## config.mk

```make
export PLATFORM = sky130hd
export DESIGN_NAME = keypad_operand_entry
export DESIGN_NICKNAME = d
export VERILOG_FILES = /design/src/rtl/keypad_operand_entry.sv
export SDC_FILE = /design/constraint.sdc
export NUM_CORES = 1
export LEC_CHECK = 0
export CORE_MARGIN = 5
export CORE_UTILIZATION = 50
export DETAILED_ROUTE_END_ITERATION = 16
export PLACE_DENSITY = 0.8
export RECOVER_POWER = 50
export SLEW_MARGIN = 20
export SYNTH_ARGS = -nofsm -noshare
export SYNTH_HDL_FRONTEND = slang
export SYNTH_SLANG_ARGS = --single-unit
```

## constraint.sdc

```tcl
create_clock -name clk -period 2.8 [get_ports clk]
set_input_delay 0.42 -clock clk [delete_from_list [all_inputs] [get_ports clk]]
set_output_delay 0.42 -clock clk [all_outputs]
set_load 0.03 [all_outputs]
```

## src/rtl/keypad_operand_entry.sv

```systemverilog
// Keypad operand entry: decodes PS/2 make codes into a two-operand BCD
// expression (A op B) and hands it to the calculator datapath on Enter.
module keypad_operand_entry #(
    parameter int DIGITS = 4,
    parameter int SCAN_W = 9
) (
    input  logic                         clk,
    input  logic                         rst_n,
    input  logic                         key_valid,
    input  logic [SCAN_W-1:0]            last_change,
    output logic [4*DIGITS-1:0]          disp_bcd,
    output logic [$clog2(DIGITS+1)-1:0]  digit_cnt,
    output logic [4*DIGITS-1:0]          operand_a,
    output logic [4*DIGITS-1:0]          operand_b,
    output logic [1:0]                   op,
    output logic [1:0]                   phase,
    output logic                         go,
    output logic                         err
);

    localparam int BW = 4 * DIGITS;
    localparam int CW = $clog2(DIGITS + 1);
    localparam logic [CW-1:0] CNT_FULL = CW'(DIGITS);

    typedef enum logic [1:0] {
        ENTER_A = 2'd0,
        ENTER_B = 2'd1,
        DONE    = 2'd2
    } state_t;

    typedef enum logic [2:0] {
        K_NONE, K_DIGIT, K_OP, K_ENTER, K_BKSP, K_ESC
    } key_t;

    function automatic key_t key_class(input logic [8:0] code);
        case (code)
            9'h070, 9'h069, 9'h072, 9'h07A, 9'h06B,
            9'h073, 9'h074, 9'h06C, 9'h075, 9'h07D: key_class = K_DIGIT;
            9'h079, 9'h07B, 9'h03A:                 key_class = K_OP;
            9'h15A, 9'h05A:                         key_class = K_ENTER;
            9'h066:                                 key_class = K_BKSP;
            9'h076:                                 key_class = K_ESC;
            default:                                key_class = K_NONE;
        endcase
    endfunction

    function automatic logic [3:0] digit_val(input logic [8:0] code);
        case (code)
            9'h069:  digit_val = 4'd1;
            9'h072:  digit_val = 4'd2;
            9'h07A:  digit_val = 4'd3;
            9'h06B:  digit_val = 4'd4;
            9'h073:  digit_val = 4'd5;
            9'h074:  digit_val = 4'd6;
            9'h06C:  digit_val = 4'd7;
            9'h075:  digit_val = 4'd8;
            9'h07D:  digit_val = 4'd9;
            default: digit_val = 4'd0;
        endcase
    endfunction

    function automatic logic [1:0] op_val(input logic [8:0] code);
        case (code)
            9'h07B:  op_val = 2'd1;
            9'h03A:  op_val = 2'd2;
            default: op_val = 2'd0;
        endcase
    endfunction

    state_t          state, state_d;
    logic [BW-1:0]   buffer, buffer_d;
    logic [CW-1:0]   cnt_d;
    logic [BW-1:0]   operand_a_d, operand_b_d;
    logic [1:0]      op_d;
    logic            go_d, err_d;

    logic [8:0]      code;
    key_t            kind;
    logic            has_digits, full;
    logic            do_esc, do_bksp, do_shift, do_restart;
    logic            take_a, swap_op, take_b, reject;

    assign code = last_change[8:0];
    assign kind = key_valid ? key_class(code) : K_NONE;

    assign has_digits = (digit_cnt != '0);
    assign full       = (digit_cnt == CNT_FULL);

    // Every accepted or rejected action is decided here once; the next-state
    // and datapath processes only consume these flags.
    assign do_esc     = (kind == K_ESC);
    assign do_bksp    = (kind == K_BKSP) && has_digits;
    assign do_shift   = (kind == K_DIGIT) && (state != DONE) && !full;
    assign do_restart = (kind == K_DIGIT) && (state == DONE);
    assign take_a     = (kind == K_OP) && (state == ENTER_A) && has_digits;
    assign swap_op    = (kind == K_OP) && (state == ENTER_B) && !has_digits;
    assign take_b     = (kind == K_ENTER) && (state == ENTER_B) && has_digits;
    assign reject     = ((kind == K_DIGIT) && (state != DONE) && full)
                      || ((kind == K_OP) && !take_a && !swap_op)
                      || ((kind == K_ENTER) && !take_b);

    always_ff @(posedge clk or negedge rst_n) begin
        if (!rst_n) begin
            state <= ENTER_A;
        end else begin
            state <= state_d;
        end
    end

    always_comb begin
        state_d = state;
        if (do_esc) begin
            state_d = ENTER_A;
        end else if (take_a) begin
            state_d = ENTER_B;
        end else if (take_b) begin
            state_d = DONE;
        end else if (do_restart) begin
            state_d = ENTER_A;
        end
    end

    always_comb begin
        buffer_d    = buffer;
        cnt_d       = digit_cnt;
        operand_a_d = operand_a;
        operand_b_d = operand_b;
        op_d        = op;
        go_d        = take_b;
        err_d       = reject;
        if (do_esc) begin
            buffer_d    = '0;
            cnt_d       = '0;
            operand_a_d = '0;
            operand_b_d = '0;
            op_d        = 2'd0;
        end else if (do_bksp) begin
            buffer_d = buffer >> 4;
            cnt_d    = digit_cnt - 1'b1;
        end else if (do_shift) begin
            buffer_d = (buffer << 4) | BW'(digit_val(code));
            cnt_d    = digit_cnt + 1'b1;
        end else if (do_restart) begin
            buffer_d = BW'(digit_val(code));
            cnt_d    = CW'(1);
        end else if (take_a) begin
            operand_a_d = buffer;
            op_d        = op_val(code);
            buffer_d    = '0;
            cnt_d       = '0;
        end else if (swap_op) begin
            op_d = op_val(code);
        end else if (take_b) begin
            operand_b_d = buffer;
        end
    end

    always_ff @(posedge clk or negedge rst_n) begin
        if (!rst_n) begin
            buffer    <= '0;
            digit_cnt <= '0;
            operand_a <= '0;
            operand_b <= '0;
            op        <= 2'd0;
            go        <= 1'b0;
            err       <= 1'b0;
        end else begin
            buffer    <= buffer_d;
            digit_cnt <= cnt_d;
            operand_a <= operand_a_d;
            operand_b <= operand_b_d;
            op        <= op_d;
            go        <= go_d;
            err       <= err_d;
        end
    end

    assign disp_bcd = buffer;
    assign phase    = state;

endmodule

```

* Yosys cells after proc, flatten, opt, wreduce, memory -nomap -nowiden *
Index checks and enable logic that the tools add are counted.

storage, ports and cells
  bits of input ports = 12
  word-level logic and storage cells = 115
  flip-flop bits (word level) = 57

operators by class
  add/sub/neg operators = 2
  bitwise logic cells = 1
  reduce and logical (&&, ||, !) cells = 34
  equality and inequality tests = 31
  mux-type cells = 39

operators with widths
  cell                   number
  $mux W16               17
  $eq A9 B7 Y1 const B   15
  $pmux W4 S9            1
  $mux W2                10
  $mux W3                6
  $or A16 B4 Y16         1
  $pmux W3 S5            1
  $logic_and A1 B1 Y1    14
  $mux W4                3
  $ne A2 B2 Y1 const B   6
  $reduce_or A10 Y1      1
  $eq A3 B3 Y1 const B   3
  $eq A9 B6 Y1 const B   1
  $eq A9 B9 Y1 const B   1
  $reduce_and A4 Y1      2
  $eq A3 B2 Y1 const B   2
  $reduce_and A6 Y1      1
  $reduce_bool A3 Y1     2
  $logic_not A1 Y1       5
  $reduce_bool A5 Y1     1
  $pmux W2 S2            1
  $reduce_bool A2 Y1     2
  $reduce_bool A4 Y1     1
  $add A3 B1 Y3 const B  1
  8 further kinds        9

* Depth between registers and ports, before layout *
  depth in word-level cells = 14
  depth in mapped cells = 11
  mapped depth without buffers = 8

* Least setup slack after synthesis *
OpenSTA, ideal clock, no wires.

  path type = input port to flip-flop
  start = input port last_change[3]
  end = register buffer[14], in the netlist disp_bcd[14]
  data required time = 2.679 ns
  arrival time = 2.357 ns
  setup time = 0.121 ns
  stages on the path = 10
  slack = 0.322 ns
  path through = buf_4 > or3b_1 > a21oi_2 > nand2_2 > a2111o_1 > and2_4 > and3_4 > buf_6 > buf_6 > a22o_1

between the ends
  word-level cells in the longest chain between the ends = 10

ends and longest elaborated chain
  item                                             line     source
  start, declared                                  10       input logic [SCAN_W-1:0] last_change,
  $eq A9 B7 Y1, or another cell as far along       36       case (code)
  $reduce_or A10 Y1, or another cell as far along  36
  $pmux W3 S5 (*)                                  36
  $mux W3 (*)                                      84       assign kind = key_valid ? key_class(code) : K_NONE;
  $eq A3 B1 Y1                                     93, 94
  $logic_and A1 B1 Y1, on equally long branches    94, 93
  $mux W16 or $logic_and A1 B1 Y1 (tied branches)  143, 93
  $mux W16                                         140      end else if (do_shift) begin
  $mux W16                                         137      end else if (do_bksp) begin
  $mux W16                                         131      if (do_esc) begin
  end signal, assigned                             168      buffer <= buffer_d;
  end, declared                                    71       logic [BW-1:0] buffer, buffer_d;

Mark *: on every way between the ends. The rest lies on a longest branch, timed or not.
A chain may end at the register's enable or synchronous reset.

* Worst setup path in the final report *
  start = input port last_change[1]
  end = register digit_cnt[1]

between the ends
  word-level cells in the longest chain between the ends = 10

ends and longest elaborated chain
  item                                             line     source
  $eq A9 B7 Y1, or another cell as far along       36
  $reduce_or A10 Y1, or another cell as far along  36
  $pmux W3 S5 (*)                                  36
  $mux W3 (*)                                      84
  $eq A3 B1 Y1                                     93, 94
  $logic_and A1 B1 Y1, on equally long branches    94, 93
  $mux W3 or $logic_and A1 B1 Y1 (tied branches)   143, 93
  $mux W3                                          140
  $mux W3                                          137
  $mux W3                                          131
  end signal, assigned                             169      digit_cnt <= cnt_d;
  end, declared                                    12       output logic [$clog2(DIGITS+1)-1:0] digit_cnt,

Marked as above.

==> run metrics <==
ys flop type=dfrtp_1; Filler cells=436; via count=2654; Syn Nets=322; CTS tree=yes; CTS Sinks=57; Post-Syn Instances=307; crit end category=flip-flop; num rows=28; Area contributors post-synth=dfrtp_1, mux2i_1, nand2_1, a22o_1, nor2_1; final setup fails=0; Mapped Area=2960 um2; Post-DRT Antenna Nets=0; worst hold path class=reg -> reg; Hold Path Sink=operand_a[6]$_DFFE_PN0P_; Post-synth EDFFs=0; Die ar.=~7600 um2; Ports=69; later-pin clock latency in the skew report=0.33 ns; number of DRC markers in iteration 0=139; clk buf depth=2; Leak Pwr=2.184 nW; clock slew at reported path FFs=0.07 ns; clk root buf=clkbuf_8; number of global-route vias before repair=2591; Synth top area share=48.18%; antenna violations before repair=0; largest net degree at the start of global routing=58; fin nets=417; synth-to-layout area growth=40.57%; HPWL after DPL=5624 um; peak supply drop=0.2906 mV; Num CTS Buffers=9; unrepaired setup endpoints after global routing=no; worst setup margin=0.1816 ns; crit-path leading delay family=compound AO/OA/AOI/OAI gates; die extent in y=86.95 um; Initial Util=50.60%; post-CTS setup buffer count=0; WP depth=8; WL/cell=15.77 um; r2r setup slk=0.60 ns; worst-margin pin slew=1.371 ns; Slew HR=8.599%; Data required, critical path=~3.0 ns; Netlist cell types=61; Vias/cell=5.506; fmax=~380 MHz; post-synth top area cell=dfrtp_1; fin. max-slew vios=0; Mapped Avg Cell Area=just under 10 um2; pre-CTS setup slack=-0.1540 ns; Routed WL=between 7000 and 8000 um; CP startpoint kind=primary input; first-pass GRT wire length=12720 um; I/O Buffers=68; worst r2r path cells=8; ys async rst share=100.0%; Critical-path top delay cell=clkdlybuf4s50_1; r2r startpoint=digit_cnt[0]$_DFFE_PN0P_; share of cells above drive strength 1=15.97%; Worst Path Max Fanout=13; Final min period=2.618 ns; FF-to-FF End=digit_cnt[1]$_DFFE_PN0P_; hold_sp=operand_a[6]$_DFFE_PN0P_; #FFs+latches synth=57; WP buf/inv=1; drt first pass iters=4; outcome=finished, final reports clean; Worst Skew=around 0.0084 ns; P per Cell Area=524.1 nW/um2; Crit Path Class=in -> reg; setup_tns=0 ns; CP max stage delay=0.66 ns; count of final hold-check violations=0; hold depth=2; Critical Path AT=2.83 ns; Hold WS=0.4711 ns; YS warnings=0; Tot GR Track Use=a little over a fifth; Inserted Diodes=0; gpl congestion=roughly 0.89; sequential share of the synthesized area=48.18%; width of the die=~87 um; Placeable Area=5851 um2; # hold bufs at CTS=0; drt drc=0; cell chain of the critical path=clkdlybuf4s50_1 > nor4bb_1 > a31o_1 > o31ai_1 > a2111o_1 > and2_4 > and3_4 > a221o_1; total gr overflow=0; fin crit share=93.52%; H-tree levels=3; max cap viols=0
[metal layers]
layer | GRT usage [%] | vias to the layer above | wire [um]
li1 | - | 1287 | -
met3 | 5.203 | 9 | 505
met1 | 27.76 | 1275 | 3208
met4 | 7.224 | 0 | 93
met2 | 35.75 | 83 | 3796
met5 | 0 | - | 0
[registers in the layout (all words and copies together) (netlist names)]
| name | count |
|---|---|
| disp_bcd | 16 |
| operand_a | 16 |
| operand_b | 16 |
| digit_cnt | 3 |
| op | 2 |
| phase | 2 |
| err | 1 |
| go | 1 |
[worst register-to-register path, cell delays in order (launching register included)]
cell,delay [ns]
dfrtp_1,0.42
inv_1,0.08
ha_1,0.24
and2_1,0.19
nor2b_1,0.14
a2111o_1,0.31
and2_4,0.15
and3_4,0.19
a221o_1,0.36
[area by class of cell]
cell class | instances | area [um2] | share of cell area (%)
multi-input combinational | 221 | 1418 | 34.06
clock inverter | 5 | 53.80 | 1.293
inverter | 8 | 30.03 | 0.7216
tap | 75 | 93.84 | 2.255
clock buffer | 11 | 151.4 | 3.638
timing repair buffer | 105 | 988.4 | 23.75
sequential | 57 | 1426 | 34.28
[stage by stage]
step	total power [mW]	instance area [um2]	instances	util (%)
global route	2.292	4161	482	71.13
floorplan	1.208	2960	307	-
finish	2.181	4161	482	71.13
global placement	1.419	3945	466	67.43
CTS	2.202	4150	482	70.94
detailed placement	1.424	3945	466	67.43
[cell families (layout without fill, tap and decap cells)]
kind of cell             Yosys count  after routing  synth area share [%]
adder cells (fa/ha/maj)            3              3                 1.268
flip-flops                        57             57                 48.18
buffers and inverters             29            129                 4.649
multiplexers                      19             19                 6.466
XOR/XNOR                           2              2                0.5918
AND/OR/NAND/NOR                  118            118                 20.08
AO/OA/AOI/OAI                     79             79                 18.77
[repair_timing]
item                       4_1_cts  5_1_grt
gates resized for setup          0        2
setup endpoints to repair        0        1
hold endpoints to repair         0        0
[worst max path at each step]
| stage | start | to | slack (ns) |
|---|---|---|---|
| after floorplan | last_change[3] | disp_bcd[14]$_DFFE_PN0P_ | 0.32 |
| after global placement | last_change[1] | digit_cnt[1]$_DFFE_PN0P_ | -0.11 |
| after detailed placement | last_change[1] | digit_cnt[1]$_DFFE_PN0P_ | -0.15 |
| after CTS | last_change[1] | digit_cnt[1]$_DFFE_PN0P_ | 0.19 |
| after global routing | last_change[1] | digit_cnt[1]$_DFFE_PN0P_ | 0.04 |
| final | last_change[1] | digit_cnt[1]$_DFFE_PN0P_ | 0.18 |
[power by group]
group / switching (mW) / internal [mW] / total (mW) / leakage [nW]
combinational: 0.255 / 0.194 / 0.449 / 1.29
sequential: 0.0859 / 0.873 / 0.959 / 0.781
clock: 0.317 / 0.456 / 0.773 / 0.109
total: 0.658 / 1.52 / 2.18 / 2.18
[cells in the final DEF, fill, tap and decap left out, types with 2 or more instances in the layout]
master,synthesis,final
clkbuf_8,0,11
ha_1,3,3
o31a_1,3,3
o21a_1,2,2
nor2_1,27,27
buf_12,0,3
clkdlybuf4s50_1,0,39
nand2b_1,5,5
nand2_1,48,48
nand3_1,5,5
nand4_1,2,2
buf_4,2,33
nor4_1,3,3
nor2b_1,3,3
and3_1,2,2
dlygate4sd3_1,0,28
and2_1,3,3
or3_1,2,2
o21ai_0,19,19
a21oi_1,8,8
a22o_1,12,12
mux2i_1,18,18
a21o_1,9,9
or3b_1,2,2
dfrtp_1,57,57
inv_1,7,7
a22oi_1,3,3
clkinv_2,0,3
o21ai_1,6,6
o22ai_1,2,2
a221o_1,2,2
[cells in the mapped netlist (2+ instances only)]
master,n
dfrtp_1,57
nand2_1,48
nor2_1,27
o21ai_0,19
mux2i_1,18
a22o_1,12
clkbuf_1,12
a21o_1,9
a21oi_1,8
inv_1,7
o21ai_1,6
buf_2,5
nand2b_1,5
nand3_1,5
a22oi_1,3
and2_1,3
ha_1,3
nor2b_1,3
nor4_1,3
o31a_1,3
a221o_1,2
and3_1,2
buf_4,2
buf_6,2
nand4_1,2
nor4b_1,2
o21a_1,2
o22ai_1,2
or3_1,2
or3b_1,2
(Power assumes the default switching activity.)
